## src/rtl/down_counter_pkg.sv

```systemverilog
// Shared definitions for the down counter: state encoding and default width.
package down_counter_pkg;

    localparam int unsigned DEFAULT_WIDTH = 4;

    // Control state encoding, also reused by the up counter's control FSM and benches
    typedef enum logic [1:0] {
        ST_IDLE = 2'd0,
        ST_RUN  = 2'd1,
        ST_DONE = 2'd2
    } state_e;

endpackage

```

## src/rtl/down_counter_if.sv

```systemverilog
// Control/status bundle of the down counter; master drives controls, slave is the counter.
interface down_counter_if
    import down_counter_pkg::*;
#(
    parameter int unsigned WIDTH = DEFAULT_WIDTH
) ();

    logic             enable;
    logic             load;
    logic [WIDTH-1:0] load_val;
    logic             auto_reload;
    logic [WIDTH-1:0] cout;
    logic             tc;
    logic             busy;
    logic             zero;

    modport master (
        output enable, load, load_val, auto_reload,
        input  cout, tc, busy, zero
    );

    modport slave (
        input  enable, load, load_val, auto_reload,
        output cout, tc, busy, zero
    );

endinterface

```

## src/rtl/down_counter.sv

```systemverilog
// Loadable down-counter/timer with one-shot or auto-reload mode and a one-cycle tc pulse.
module down_counter
    import down_counter_pkg::*;
#(
    parameter int unsigned WIDTH = DEFAULT_WIDTH
) (
    input  logic          clk,
    input  logic          rst,
    down_counter_if.slave bus
);

    state_e           state_q;
    logic [WIDTH-1:0] cout_q;
    logic [WIDTH-1:0] reload_q;
    logic             tc_q;

    // Control state, count, reload value and terminal pulse; load wins over enable
    always_ff @(posedge clk or negedge rst) begin
        if (!rst) begin
            state_q  <= ST_IDLE;
            cout_q   <= '0;
            reload_q <= '0;
            tc_q     <= 1'b0;
        end else begin
            tc_q <= 1'b0;
            if (bus.load) begin
                cout_q   <= bus.load_val;
                reload_q <= bus.load_val;
                state_q  <= (bus.load_val != '0) ? ST_RUN : ST_IDLE;
            end else if (state_q == ST_RUN && bus.enable) begin
                if (cout_q == WIDTH'(1)) begin
                    // Terminal event: reload for periodic ticks, otherwise park at zero
                    tc_q <= 1'b1;
                    if (bus.auto_reload) begin
                        cout_q <= reload_q;
                    end else begin
                        cout_q  <= '0;
                        state_q <= ST_DONE;
                    end
                end else begin
                    cout_q <= cout_q - WIDTH'(1);
                end
            end
        end
    end

    // Status outputs
    assign bus.cout = cout_q;
    assign bus.tc   = tc_q;
    assign bus.busy = (state_q == ST_RUN);
    assign bus.zero = (cout_q == '0);

endmodule

```

## src/flat_wrapper.sv

```systemverilog
// flat-port wrapper written by rule: the top's interface ports become plain ports
module down_counter_flat import down_counter_pkg::*;
#(
    parameter int unsigned WIDTH = DEFAULT_WIDTH
)
  (clk, rst, bus_enable, bus_load, bus_load_val, bus_auto_reload, bus_cout, bus_tc, bus_busy, bus_zero);
  down_counter_if #(.WIDTH(WIDTH)) bus_i ();
  input  logic clk;
  input  logic rst;
  input wire logic [$bits(bus_i.enable)-1:0] bus_enable;
  input wire logic [$bits(bus_i.load)-1:0] bus_load;
  input wire logic [$bits(bus_i.load_val)-1:0] bus_load_val;
  input wire logic [$bits(bus_i.auto_reload)-1:0] bus_auto_reload;
  output wire logic [$bits(bus_i.cout)-1:0] bus_cout;
  output wire logic [$bits(bus_i.tc)-1:0] bus_tc;
  output wire logic [$bits(bus_i.busy)-1:0] bus_busy;
  output wire logic [$bits(bus_i.zero)-1:0] bus_zero;
  assign bus_i.enable = bus_enable;
  assign bus_i.load = bus_load;
  assign bus_i.load_val = bus_load_val;
  assign bus_i.auto_reload = bus_auto_reload;
  assign bus_cout = bus_i.cout;
  assign bus_tc = bus_i.tc;
  assign bus_busy = bus_i.busy;
  assign bus_zero = bus_i.zero;
  down_counter #(.WIDTH(WIDTH)) u_core (.clk(clk), .rst(rst), .bus(bus_i));
endmodule
```

## config.mk

```make
export PLATFORM = sky130hd
export DESIGN_NAME = down_counter_flat
export DESIGN_NICKNAME = d
export VERILOG_FILES = /design/src/rtl/down_counter_pkg.sv /design/src/rtl/down_counter_if.sv /design/src/rtl/down_counter.sv /design/src/flat_wrapper.sv
export SDC_FILE = /design/constraint.sdc
export NUM_CORES = 1
export LEC_CHECK = 0
export ABC_AREA = 1
export BUFFER_PORTS_ARGS = -buffer_cell sky130_fd_sc_hd__buf_2
export CORE_MARGIN = 2
export CORE_UTILIZATION = 27
export DETAILED_ROUTE_END_ITERATION = 7
export GPL_ROUTABILITY_DRIVEN = 0
export GPL_TIMING_DRIVEN = 0
export SLEW_MARGIN = 20
export SYNTH_ARGS = -nofsm -noshare
export SYNTH_HDL_FRONTEND = slang
export SYNTH_SLANG_ARGS = --single-unit
export TNS_END_PERCENT = 100
```

## constraint.sdc

```tcl
create_clock -name clk -period 1.4 [get_ports clk]
set_clock_uncertainty 0.05 [all_clocks]
set_input_delay 0.42 -clock clk [delete_from_list [all_inputs] [get_ports clk]]
set_output_delay 0.42 -clock clk [all_outputs]
set_load 0.01 [all_outputs]
```

# Word level (Yosys, flattened, before mapping)
# Index checks and enable logic that the tools add are counted.
[word_totals]
reg_bits = 11
input_bits = 9
out_inout_bits = 7
wordCells = 26
[op_classes]
n_addsub = 1
eq_ne = 3
mux = 12
n_reduce_logical = 6
[ops]
columns = ["cell", "count"]
rows = [
  ["4-bit two-way mux", 4],
  ["2-bit two-way mux", 4],
  ["4-bit by 1-bit equality test with 1-bit output (second input constant)", 1],
  ["4-bit zero test", 1],
  ["1-bit two-way mux", 4],
  ["2-bit nonzero test", 2],
  ["4-bit nonzero test", 1],
  ["4-bit by 1-bit subtractor with 4-bit output (second input constant)", 1],
  ["3-bit AND reduction", 1],
  ["2-bit by 1-bit equality test with 1-bit output (second input constant)", 1],
  ["2-bit inequality test (second input constant)", 1],
  ["1-bit logical AND", 1],
]

# Longest topological paths before layout
[logic_depth]
depth_word = 4
depth_mapped = 7
ltp_nobuf = 7

# Least setup slack after synthesis
# No wires, ideal clock.
[synth_path]
path_type = "register to output"
start = "register u_core.cout_q[0], in the netlist u_core.bus.cout[0]"
end = "output port bus_zero"
t_arrival_ns = 0.982
t_required_ns = 0.930
path_slack_ns = -0.052
stages_incl_launch_ff = 4
n_path_buf = 0
cell_sequence = "dfrtp_1 > inv_1 > ha_1 > nor3b_1"
[synth_via]
elab_chain_len = 1
[synth_rtl]
columns = ["item", "line", "source"]
rows = [
  ["start: declaration", "down_counter.sv:13", "logic [WIDTH-1:0] cout_q;"],
  ["start signal: assignment", "down_counter.sv:27", "cout_q <= bus.load_val;"],
  ["start signal: assignment", "down_counter.sv:35", "cout_q <= reload_q;"],
  ["start signal: assignment", "down_counter.sv:41", "cout_q <= cout_q - WIDTH'(1);"],
  ["4-bit zero test", "down_counter.sv:51", "assign bus.zero = (cout_q == '0);"],
  ["end: declaration", "flat_wrapper.sv:17", "output wire logic [$bits(bus_i.zero)-1:0] bus_zero;"],
]
# No other way between the ends.

# Worst setup path in the final report
[layout_path]
start = "register u_core.cout_q[1], in the netlist u_core.bus.cout[1]"
end = "output port bus_zero"
# The elaborated chain is that of the path after synthesis.

==> results_dict.tcl <==
set metrics [dict create \
    drcViolationCount 0 \
    track_usage 0.113 \
    timing.slew.headroom 0.839 \
    die_y_um 52.0 \
    antenna_found_initial 0 \
    stdcell_count 134 \
    holdPathStages 3 \
    n_antenna_cell 0 \
    placed_cells_incl_taps 123 \
    ff2ff_path_depth 8 \
    ys.warnings.count 0 \
    cp.required_ns 0.93 \
    layout_setup_ws_ns -0.205 \
    drt-pass1-iter-count 4 \
    final_common_cell "nand2_1" \
    fin_crit_ns 1.61 \
    drtIter0Drc 14 \
    htree_levels 1 \
    fmax_mhz 623 \
    violations "setup timing" \
    grt_max_degree 12 \
    cp_max_fo 2 \
    post_route_cells_drive_above_1_share 0.368 \
    nFillCells 230 \
    cts-root-buf "clkbuf_4" \
    min_period_over_period 1.15 \
    pin_count 16 \
    maxCapViolCount 0 \
    rsz0062_at_grt "true" \
    synth_nets 93 \
    final_cell_mix "nand2_1 (25), buf_2 (13), dfrtp_1 (9)" \
    synth_cell_types 20 \
    grt_remaining_overflow 0 \
    clk-insertion-delay-late_ns 0.27 \
    post_drt_wl_per_cell_um 9.75 \
    clkPwrFrac 0.247 \
    cts_sinks 11 \
    vias_per_cell 4.35 \
    dp_hpwl_um 981 \
    io_buffers 14 \
    post-route-util 0.395 \
    power.internal_mw 0.593 \
    p_comb_frac 0.319 \
    grt_pass1_wl_um 2190 \
    startpoint "u_core.bus.cout[1]$_DFFE_PN0P_" \
    worst_r2r_endpoint "u_core.state_q[0]$_DFFE_PN0P_" \
    cts_made_buffers 3 \
    clk_path_buf_depth 2 \
    chipWidth_um 52.0 \
    critPathKind "reg2out" \
    startpoint_type "flop" \
    status "finished with violations" \
    whs_endpoint "u_core.state_q[0]$_DFFE_PN0P_" \
    syn_inst 81 \
    hold_path.class "in2reg" \
    end_kind "primary output" \
    max_slew.worst_pin.slew_ns 0.242 \
    rows 17 \
    hold_violations 0 \
    switching_share 0.327 \
    ys_seq_area_frac 0.443 \
    ant_nets 0 \
    cts_tree "done" \
    ff2ff_setup_slack_ns 0.09 \
    min_from "bus_load_val[0]" \
    syn_area_per_cell_um2 7.68 \
    switching_power_mw 0.288 \
    vias 583 \
    nNetsFinal 119 \
    first_global_vias 520 \
    leakage_nw 0.444 \
    coreArea_mm2 0.00219 \
    setup_viol 3 \
    dieArea_mm2 0.00270 \
    slew_viol_final 0 \
    peakVddDrop_uv 461 \
    synthToLayoutAreaGrowth_pct 39.2 \
    synth-seq-cells 11 \
    netlist_area_um2 622 \
    r2r-start "u_core.bus.cout[1]$_DFFE_PN0P_" \
    cp.arrival_ns 1.14 \
    p_seq_frac 0.434 \
    clk_pin_slew_worst_paths_ns 0.07 \
    p_per_area_mw_per_mm2 1020 \
    start_util 0.284 \
    power_mw 0.881 \
    wl_um 1310 \
]
==> registers in the layout (all words and copies together) (netlist names) <==
| register | cells |
|---|---|
| u_core.state_q | 2 |
| u_core.reload_q | 4 |
| u_core.bus.cout | 4 |
| u_core.bus.tc | 1 |
==> logic make-up (layout without fill, tap and decap cells) <==
logic type	count (synthesis)	in the layout	share of synthesized area
AOI/OAI and AO/OA	7	7	0.0664
xor gates and xnor gates	1	1	0.0141
adders and majority gates	3	3	0.0604
buffers and inverters	11	36	0.0724
DFF	11	11	0.443
and+or+nand+nor	48	48	0.344
==> power groups by stage <==
stage	clock network, mW	registers [mW]	logic [mW]
after floorplan	0	0.394	0.130
after global placement	0	0.388	0.204
after detailed placement	0	0.390	0.206
after CTS	0.226	0.381	0.238
after global routing	0.238	0.386	0.318
final	0.218	0.382	0.281
==> timing repair <==
| action | 4_1_cts | 5_1_grt |
|---|---|---|
| hold buffers | 1 | 0 |
| setup endpoints to repair | 2 | 10 |
| endpoints found under the hold margin | 11 | 0 |
| setup buffers | 4 | 3 |
| pin swaps | 0 | 5 |
| gates resized for setup | 3 | 10 |
==> worst max-delay path, stage by stage (launching register included) <==
cell and delay (ns):
dfrtp_1 0.40, inv_2 0.09, ha_4 0.12, nor3b_2 0.12, buf_2 0.14
==> metal layers <==
metal / up-vias / global-route usage / routed length [µm]
li1: 306 / - / -
met5: - / 0 / 0
met4: 0 / 0.0921 / 45
met1: 258 / 0.147 / 651
met2: 14 / 0.158 / 557
met3: 5 / 0.0259 / 52
==> synth_stat cells <==
| cell | instances | area (µm²) |
|---|---|---|
| nor3b_1 | 1 | 7.51 |
| inv_1 | 9 | 33.8 |
| o21ai_1 | 2 | 10.0 |
| a21oi_2 | 1 | 8.76 |
| nand3_1 | 9 | 45.0 |
| nand2_1 | 25 | 93.8 |
| nand2_2 | 2 | 12.5 |
| ha_1 | 3 | 37.5 |
| o31ai_1 | 1 | 7.51 |
| inv_2 | 1 | 3.75 |
| nor2_1 | 7 | 26.3 |
| or2_2 | 1 | 6.26 |
| nor2_2 | 1 | 6.26 |
| buf_4 | 1 | 7.51 |
| a21oi_1 | 2 | 10.0 |
| xnor2_1 | 1 | 8.76 |
| o21ai_0 | 1 | 5.00 |
| nor3_1 | 1 | 5.00 |
| dfrtp_1 | 11 | 275 |
| nor2_4 | 1 | 11.3 |
==> worst max-delay path by stage <==
| stage | slack [ns] | to | depth (start not counted) |
|---|---|---|---|
| 2_1_floorplan | 0.05 | bus_zero | 3 |
| 3_3_place_gp | -0.03 | bus_zero | 4 |
| 3_5_place_dp | -0.05 | bus_zero | 4 |
| 4_1_cts | -0.23 | bus_zero | 4 |
| 5_1_grt | -0.28 | bus_zero | 4 |
| 6_report | -0.21 | bus_zero | 4 |
==> area by class of cell <==
cell class / count / area, µm² / share of cell area
Sequential cell: 11 / 278 / 0.321
Inverter: 10 / 37.5 / 0.0434
Tap cell: 28 / 35.0 / 0.0405
Multi-Input combinational cell: 59 / 347 / 0.400
Timing Repair Buffer: 21 / 135 / 0.156
Buffer: 1 / 7.51 / 0.00867
Clock buffer: 4 / 26.3 / 0.0303
==> through the flow <==
stage | setup TNS [ns] | instance area, µm² | hold slack, ns | worst slack [ns]
final | -0.317 | 866 | 0.329 | -0.205
after global routing | -0.471 | 866 | 0.340 | -0.275
after CTS | -0.261 | 800 | 0.324 | -0.227
after detailed placement | -0.0480 | 732 | 0.252 | -0.0480
after global placement | -0.0293 | 732 | 0.246 | -0.0293
after floorplan | 0 | 627 | 0.0744 | 0.0525
(Power assumes the default switching activity.)
